`src/rtl/avr_cpu_pkg.sv`:
```
// avr_cpu_pkg: opcode match patterns, FSM/class encodings and offset widths shared by the flow sequencer
package avr_cpu_pkg;
  typedef enum logic [1:0] {S_EXEC, S_FLUSH, S_LPM_WAIT, S_LPM_WB} state_e;
  typedef enum logic [2:0] {C_NONE, C_RJMP, C_RCALL, C_RET, C_BRBS, C_BRBC, C_LPM} iclass_e;
  typedef struct packed {
    logic [15:0] mask;
    logic [15:0] value;
  } op_match_t;
  localparam op_match_t OP_RJMP   = '{16'hF000, 16'hC000};
  localparam op_match_t OP_RCALL  = '{16'hF000, 16'hD000};
  localparam op_match_t OP_RET    = '{16'hFFFF, 16'h9508};
  localparam op_match_t OP_BRBX   = '{16'hF800, 16'hF000};
  localparam op_match_t OP_LPM_R0 = '{16'hFFFF, 16'h95C8};
  localparam op_match_t OP_LPM_Z  = '{16'hFE0F, 16'h9004};
  localparam op_match_t OP_LPM_ZP = '{16'hFE0F, 16'h9005};
  localparam int K12_W = 12;
  localparam int K7_W  = 7;
  function automatic logic op_is(input logic [15:0] op, input op_match_t m);
    return (op & m.mask) == m.value;
  endfunction
endpackage

```
`src/rtl/avr_cpu_flow_if.sv`:
```
// avr_cpu_flow_if: control bundle between the flow sequencer (master) and the fetch unit (slave)
interface avr_cpu_flow_if #(parameter int PC_WIDTH = 16);
  logic [15:0]         opcode;
  logic [7:0]          sreg;
  logic [15:0]         z_addr;
  logic [7:0]          lpm_data;
  logic [PC_WIDTH-1:0] pc_update;
  logic                hold;
  logic                write_stack;
  logic                read_stack;
  logic                lpm_read;
  logic [PC_WIDTH-1:0] lpm_addr;
  logic                reg_wr_en;
  logic [4:0]          reg_wr_addr;
  logic [7:0]          reg_wr_data;
  logic                z_inc;
  logic                busy;
  modport master(
    input  opcode, sreg, z_addr, lpm_data,
    output pc_update, hold, write_stack, read_stack, lpm_read, lpm_addr,
           reg_wr_en, reg_wr_addr, reg_wr_data, z_inc, busy
  );
  modport slave(
    output opcode, sreg, z_addr, lpm_data,
    input  pc_update, hold, write_stack, read_stack, lpm_read, lpm_addr,
           reg_wr_en, reg_wr_addr, reg_wr_data, z_inc, busy
  );
endinterface

```
`src/rtl/avr_cpu_flow_decode.sv`:
```
// avr_cpu_flow_decode: combinational classifier giving class, sign-extended offset, Rd, SREG bit and Z+ flag
module avr_cpu_flow_decode
  import avr_cpu_pkg::*;
#(
  parameter int PC_WIDTH = 16
) (
  input  logic [15:0]         opcode,
  output iclass_e             iclass,
  output logic [PC_WIDTH-1:0] offset,
  output logic [4:0]          rd,
  output logic [2:0]          bsel,
  output logic                zp
);
  logic [PC_WIDTH-1:0] k12;
  logic [PC_WIDTH-1:0] k7;
  logic                brb;
  assign k12 = {{(PC_WIDTH-K12_W){opcode[11]}}, opcode[11:0]};
  assign k7  = {{(PC_WIDTH-K7_W){opcode[9]}}, opcode[9:3]};
  assign brb = op_is(opcode, OP_BRBX);
  always_comb begin
    iclass = op_is(opcode, OP_RJMP)  ? C_RJMP  :
             op_is(opcode, OP_RCALL) ? C_RCALL :
             op_is(opcode, OP_RET)   ? C_RET   :
             brb                     ? (opcode[10] ? C_BRBC : C_BRBS) :
             (op_is(opcode, OP_LPM_R0) || op_is(opcode, OP_LPM_Z) || op_is(opcode, OP_LPM_ZP)) ? C_LPM :
             C_NONE;
    offset = brb ? k7 : k12;
    rd     = op_is(opcode, OP_LPM_R0) ? 5'd0 : opcode[8:4];
    bsel   = opcode[2:0];
    zp     = op_is(opcode, OP_LPM_ZP);
  end
endmodule

```
`src/rtl/avr_cpu_flow.sv`:
```
// avr_cpu_flow: control-flow sequencer driving fetch (jumps, calls, returns, branches, LPM)
module avr_cpu_flow
  import avr_cpu_pkg::*;
#(
  parameter int PC_WIDTH    = 16,
  parameter int LPM_LATENCY = 1
) (
  input logic            clk,
  input logic            rst,
  avr_cpu_flow_if.master bus
);
  state_e              state_q, state_d;
  logic [1:0]          cnt_q, cnt_d;
  logic [4:0]          rd_q, rd_d;
  logic                zp_q, zp_d;
  logic [PC_WIDTH-1:0] addr_q, addr_d;
  logic [7:0]          data_q, data_d;
  iclass_e             iclass;
  logic [PC_WIDTH-1:0] offset;
  logic [4:0]          rd;
  logic [2:0]          bsel;
  logic                zp;
  logic                taken;
  avr_cpu_flow_decode #(.PC_WIDTH(PC_WIDTH)) u_decode (
    .opcode(bus.opcode),
    .iclass(iclass),
    .offset(offset),
    .rd(rd),
    .bsel(bsel),
    .zp(zp)
  );
  assign taken = bus.sreg[bsel] ^ (iclass == C_BRBC);
  always_ff @(posedge clk) begin
    if (!rst) begin
      state_q <= S_EXEC;
      cnt_q   <= '0;
      rd_q    <= '0;
      zp_q    <= 1'b0;
      addr_q  <= '0;
      data_q  <= '0;
    end else begin
      state_q <= state_d;
      cnt_q   <= cnt_d;
      rd_q    <= rd_d;
      zp_q    <= zp_d;
      addr_q  <= addr_d;
      data_q  <= data_d;
    end
  end
  always_comb begin
    state_d = state_q;
    cnt_d   = cnt_q;
    rd_d    = rd_q;
    zp_d    = zp_q;
    addr_d  = addr_q;
    data_d  = data_q;
    bus.pc_update   = '0;
    bus.hold        = 1'b0;
    bus.write_stack = 1'b0;
    bus.read_stack  = 1'b0;
    bus.lpm_read    = 1'b0;
    bus.lpm_addr    = '0;
    bus.reg_wr_en   = 1'b0;
    bus.reg_wr_addr = '0;
    bus.reg_wr_data = '0;
    bus.z_inc       = 1'b0;
    bus.busy        = state_q != S_EXEC;
    case (state_q)
      S_EXEC: begin
        if (iclass == C_RJMP || iclass == C_RCALL || ((iclass == C_BRBS || iclass == C_BRBC) && taken)) begin
          bus.pc_update   = offset;
          bus.hold        = 1'b1;
          bus.write_stack = iclass == C_RCALL;
          state_d         = S_FLUSH;
        end else if (iclass == C_RET) begin
          bus.read_stack = 1'b1;
          bus.hold       = 1'b1;
          state_d        = S_FLUSH;
        end else if (iclass == C_LPM) begin
          bus.lpm_read = 1'b1;
          bus.lpm_addr = PC_WIDTH'(bus.z_addr);
          bus.hold     = 1'b1;
          addr_d       = PC_WIDTH'(bus.z_addr);
          rd_d         = rd;
          zp_d         = zp;
          cnt_d        = 2'(LPM_LATENCY - 1);
          state_d      = S_LPM_WAIT;
        end
      end
      S_FLUSH: state_d = S_EXEC;
      S_LPM_WAIT: begin
        bus.hold     = 1'b1;
        bus.lpm_addr = addr_q;
        cnt_d        = cnt_q != 2'd0 ? cnt_q - 2'd1 : cnt_q;
        data_d       = cnt_q == 2'd0 ? bus.lpm_data : data_q;
        state_d      = cnt_q == 2'd0 ? S_LPM_WB : S_LPM_WAIT;
      end
      S_LPM_WB: begin
        bus.reg_wr_en   = 1'b1;
        bus.reg_wr_addr = rd_q;
        bus.reg_wr_data = data_q;
        bus.z_inc       = zp_q;
        state_d         = S_EXEC;
      end
      default: state_d = S_EXEC;
    endcase
    // reset masks every strobe so an aborted instruction leaves no trace
    if (!rst) begin
      bus.pc_update   = '0;
      bus.hold        = 1'b0;
      bus.write_stack = 1'b0;
      bus.read_stack  = 1'b0;
      bus.lpm_read    = 1'b0;
      bus.lpm_addr    = '0;
      bus.reg_wr_en   = 1'b0;
      bus.reg_wr_addr = '0;
      bus.reg_wr_data = '0;
      bus.z_inc       = 1'b0;
      bus.busy        = 1'b0;
    end
  end
endmodule

```
`src/flat_wrapper.sv`:
```
// flat-port wrapper written by rule: the top's interface ports become plain ports
module avr_cpu_flow_flat import avr_cpu_pkg::*;
#(
  parameter int PC_WIDTH    = 16,
  parameter int LPM_LATENCY = 1
)
  (clk, rst, bus_opcode, bus_sreg, bus_z_addr, bus_lpm_data, bus_pc_update, bus_hold, bus_write_stack, bus_read_stack, bus_lpm_read, bus_lpm_addr, bus_reg_wr_en, bus_reg_wr_addr, bus_reg_wr_data, bus_z_inc, bus_busy);
  avr_cpu_flow_if #(.PC_WIDTH(PC_WIDTH)) bus_i ();
  input logic clk;
  input logic rst;
  input wire logic [$bits(bus_i.opcode)-1:0] bus_opcode;
  input wire logic [$bits(bus_i.sreg)-1:0] bus_sreg;
  input wire logic [$bits(bus_i.z_addr)-1:0] bus_z_addr;
  input wire logic [$bits(bus_i.lpm_data)-1:0] bus_lpm_data;
  output wire logic [$bits(bus_i.pc_update)-1:0] bus_pc_update;
  output wire logic [$bits(bus_i.hold)-1:0] bus_hold;
  output wire logic [$bits(bus_i.write_stack)-1:0] bus_write_stack;
  output wire logic [$bits(bus_i.read_stack)-1:0] bus_read_stack;
  output wire logic [$bits(bus_i.lpm_read)-1:0] bus_lpm_read;
  output wire logic [$bits(bus_i.lpm_addr)-1:0] bus_lpm_addr;
  output wire logic [$bits(bus_i.reg_wr_en)-1:0] bus_reg_wr_en;
  output wire logic [$bits(bus_i.reg_wr_addr)-1:0] bus_reg_wr_addr;
  output wire logic [$bits(bus_i.reg_wr_data)-1:0] bus_reg_wr_data;
  output wire logic [$bits(bus_i.z_inc)-1:0] bus_z_inc;
  output wire logic [$bits(bus_i.busy)-1:0] bus_busy;
  assign bus_i.opcode = bus_opcode;
  assign bus_i.sreg = bus_sreg;
  assign bus_i.z_addr = bus_z_addr;
  assign bus_i.lpm_data = bus_lpm_data;
  assign bus_pc_update = bus_i.pc_update;
  assign bus_hold = bus_i.hold;
  assign bus_write_stack = bus_i.write_stack;
  assign bus_read_stack = bus_i.read_stack;
  assign bus_lpm_read = bus_i.lpm_read;
  assign bus_lpm_addr = bus_i.lpm_addr;
  assign bus_reg_wr_en = bus_i.reg_wr_en;
  assign bus_reg_wr_addr = bus_i.reg_wr_addr;
  assign bus_reg_wr_data = bus_i.reg_wr_data;
  assign bus_z_inc = bus_i.z_inc;
  assign bus_busy = bus_i.busy;
  avr_cpu_flow #(.PC_WIDTH(PC_WIDTH), .LPM_LATENCY(LPM_LATENCY)) u_core (.clk(clk), .rst(rst), .bus(bus_i));
endmodule
```
`config.mk`:
```
export PLATFORM = sky130hd
export DESIGN_NAME = avr_cpu_flow_flat
export DESIGN_NICKNAME = d
export VERILOG_FILES = /design/src/rtl/avr_cpu_pkg.sv /design/src/rtl/avr_cpu_flow_if.sv /design/src/rtl/avr_cpu_flow_decode.sv /design/src/rtl/avr_cpu_flow.sv /design/src/flat_wrapper.sv
export SDC_FILE = /design/constraint.sdc
export NUM_CORES = 1
export LEC_CHECK = 0
export CORE_UTILIZATION = 40
export DETAILED_ROUTE_END_ITERATION = 8
export PLACE_DENSITY = 0.77
export SETUP_SLACK_MARGIN = 0.3
export SKIP_LAST_GASP = 1
export SYNTH_ARGS = -nofsm -noshare
export SYNTH_HDL_FRONTEND = slang
export SYNTH_HIERARCHICAL = 1
export SYNTH_SLANG_ARGS = --single-unit
export TNS_END_PERCENT = 1
```
`constraint.sdc`:
```
create_clock -name clk -period 6.2 [get_ports clk]
set_input_delay 1.24 -clock clk [delete_from_list [all_inputs] [get_ports clk]]
set_output_delay 1.24 -clock clk [all_outputs]
set_load 0.05 [all_outputs]
```
==> run_results.csv <==
group,metric,value,unit
grt,use_met3,5.00,%
timing,period_needed,5.93,ns
timing,final-hold-violation-count,0,
logic_synthesis,ys.flop_type,"dfxtp_1",
logic_synthesis,synthTopCellsByArea,"dfxtp_1, nand2_1, a21oi_1",
timing,tns,0,ns
critical_path,end_kind,"output pin",
timing,setup_viol,0,
floorplanning,die_area,0.00616,sq mm
clock_tree,ctsRootBufferMaster,"clkbuf_8",
clock_tree,tritoncts,"done",
critical_path,cp.depth,9,
logic_synthesis,synth_top_cell_area_share,29.1,%
floorplanning,core_area,0.00557,sq mm
clock_tree,clk_latency,0.28,ns
critical_path,crit_top_cell,"clkdlybuf4s50_1",
timing,finalCritPeriodShare,95.6,%
timing,postLayoutSetupSlackWorst,0.274,ns
floorplanning,die_h,78.5,um
critical_path,crit_path_start_kind,"input pin",
critical_path,cp.arrival,4.69,ns
pwr,vdd_drop_max,117,uV
logic_synthesis,yosysUniqueCellTypes,47,
clock_tree,clock_sinks,34,
hold_path,hold_depth,2,
floorplanning,initial_core_util,42.0,%
critical_path,crit_buf_inv,3,
layout,fin_nets,457,
layout,final_area,0.00340,sq mm
route,wl,6.40,mm
pwr,switching_share,24.6,%
logic_synthesis,synthesis.area,0.00234,sq mm
hold_path,hold_path.class,"register to register",
clock_tree,htree_levels,2,
clock_tree,clock_path_buffers,2,
critical_path,critPathMaxStageDelay,0.84,ns
placement,place_congestion,0.783,
placement,io_buffers,101,
layout,multi_input_area,0.00137,sq mm
critical_path,crit_family,"buffers and inverters",
route,wire_per_inst,13.4,um
critical_path,critPathRequiredTime,4.96,ns
critical_path,r2r_cells,3,
grt,grt_use_total,20.7,%
clock_tree,clkSlewWorstSetupHoldPaths,0.07,ns
pwr,power_frac_seq,43.6,%
grt,grt_pass1_wl,10.3,mm
logic_synthesis,synth_edf_count,0,
pwr,p_leak,1.31,nW
grt,grt_util_met1,27.0,%
grt,grt_pass1_vias,2191,
layout,final-seq-area,681,sq um
logic_synthesis,yosysTopAreaCell,"dfxtp_1",
pwr,finalPower,504,uW
timing,fin_worst_skew,0.00445,ns
route,drt_iter0_markers,196,
grt,grtUsageMet2,33.7,%
route,vias,2454,
floorplanning,die_w,78.5,um
floorplanning,placementRows,27,
logic_synthesis,yosys_warnings,6,
logic_synthesis,avgSynthCellArea,7.23,sq um
critical_path,critPathKind,"input pin to output pin",
timing,relSlewSlack,45.4,%
critical_path,cp_cell_sequence,"clkdlybuf4s50_1 -> nor4bb_1 -> nand4_1 -> o211ai_1 -> inv_1 -> a221o_1 -> or4_4 -> a31oi_1 -> clkdlybuf4s50_1",
logic_synthesis,synthCells,324,
critical_path,cpMaxStageDelayCell,"clkdlybuf4s50_1",
timing,fmax,0.169,GHz
layout,syn_to_final_growth,45.4,%
layout,drive_gt1_share,8.85,%
logic_synthesis,syn_nets,375,
run,maxCapViolations,0,
pwr,combPwrFrac,18.9,%
logic_synthesis,synthArstFlopShare,0,%
grt,grt_max_degree,33,
route,drc,0,
placement,placed_cell_area,0.00328,sq mm
logic_synthesis,ys_ff_latch,34,
pwr,p_switching,124,uW
layout,fill_cells,506,
placement,dp_slack,0.325,ns
pwr,p_per_area,148,mW/mm^2
placement,hpwl,4.77,mm
run_status,status,"finished clean",
pwr,clockPowerShare,37.5,%
critical_path,crit_fanout,16,
timing,rsz0062_at_grt,"yes",
grt,antenna_found_initial,0,
route,vias_per_cell,5.12,
grt,grt_overflow_total,0,
timing,tightest_slew,0.820,ns
route,ant_nets,0,
grt,grt-busiest-layer,"met2",
logic_synthesis,seq_area_frac_synth,29.1,%
floorplanning,pin_count,102,
layout,diodes,0,
pwr,intPower,380,uW
clock_tree,cts_buffers,5,
route,first_pass_iters,4,
timing,slew_violations,0,
[cell type report]
cell class | instances | share of cell area (%)
clock buffer | 8 | 3.23
tap | 72 | 2.65
multi-input combinational | 234 | 40.4
sequential | 34 | 20.0
inverter | 23 | 2.54
timing repair buffer | 108 | 31.2
[power groups by stage]
stage	clock [mW]	combinational, mW	sequential, mW
finish	0.189	0.0955	0.220
global route	0.204	0.102	0.220
CTS	0.193	0.0952	0.220
detailed placement	0	0.0948	0.225
global placement	0	0.0945	0.225
floorplan	0	0.0506	0.224
[cells by family after synthesis]
family                   synth area share [%]
buffers and inverters                    12.5
adder cells (fa/ha/maj)                 0.534
multiplexers                             8.39
flip-flops                               29.1
AO/OA/AOI/OAI                            20.1
AND/OR/NAND/NOR                          29.4
[timing repair]
action,CTS,global route
hold buffers,0,0
gates resized for setup,0,1
setup buffers,0,1
setup endpoints to repair,0,33
[Yosys cell counts, types with 2 or more instances]
library cell and n:
a21oi_1 48, and3_1 4, dfxtp_1 34, nor3b_1 2
nand4_1 2, a31oi_1 19, buf_6 5, and2b_1 2
clkbuf_1 16, o211ai_1 2, a21boi_0 3, mux2_4 9
inv_1 23, o21ai_0 2, and2_1 17, nand2_1 80
mux2i_1 5, nor3_1 3, nand3b_1 3, buf_4 10
nor2_1 9
[sequential cells by signal (all words and copies together), names as in the netlist]
| signal | cells |
|---|---|
| u_core/addr_q | 16 |
| u_core/cnt_q | 2 |
| u_core/data_q | 8 |
| u_core/rd_q | 5 |
| u_core/state_q | 2 |
| u_core/zp_q | 1 |
[stage by stage]
stage / std cells / utilization, % / hold slack [ns]
global route: 479 / 61.1 / 0.473
detailed placement: 470 / 58.9 / 0.444
global placement: 470 / 58.9 / 0.437
finish: 479 / 61.1 / 0.452
CTS: 478 / 60.9 / 0.453
floorplan: 324 / - / 0.432
[worst paths after layout]
kind | from | endpoint | slack (ns)
worst max-delay path | bus_opcode[10] | bus_pc_update[4] | 0.27
worst min-delay path | u_core/data_q[7]$_SDFFE_PN0P_ | u_core/data_q[7]$_SDFFE_PN0P_ | 0.45
worst max register to register | u_core/state_q[0]$_SDFFE_PN0P_ | u_core/cnt_q[0]$_SDFFE_PN0P_ | 4.46
worst min register to register | u_core/data_q[7]$_SDFFE_PN0P_ | u_core/data_q[7]$_SDFFE_PN0P_ | 0.45
[tightest hold or removal path: stages (launching register included)]
cell     delay (ns)
dfxtp_1        0.31
nand2_1        0.05
a21oi_1        0.05
[routing by layer]
layer  part of all wire (%)  routed length [um]
met3                    5.9                 379
met1                     47                3000
met5                      0                   0
met2                     47                2990
met4                   0.36                  23
[placed cells by master (no fill, tap or decap), drive strengths merged, types with 3 or more instances in the layout]
cell type,synthesis,layout
a31oi,19,19
mux2,10,10
and3,4,4
clkbuf,16,8
nor3,3,3
nor2,9,9
inv,23,23
and2,18,18
a21oi,48,48
nand2,80,80
mux2i,5,5
buf,16,8
clkdlybuf4s50,0,99
nand3b,3,3
a21boi,3,3
dfxtp,34,34
(Power assumes the default switching activity.)
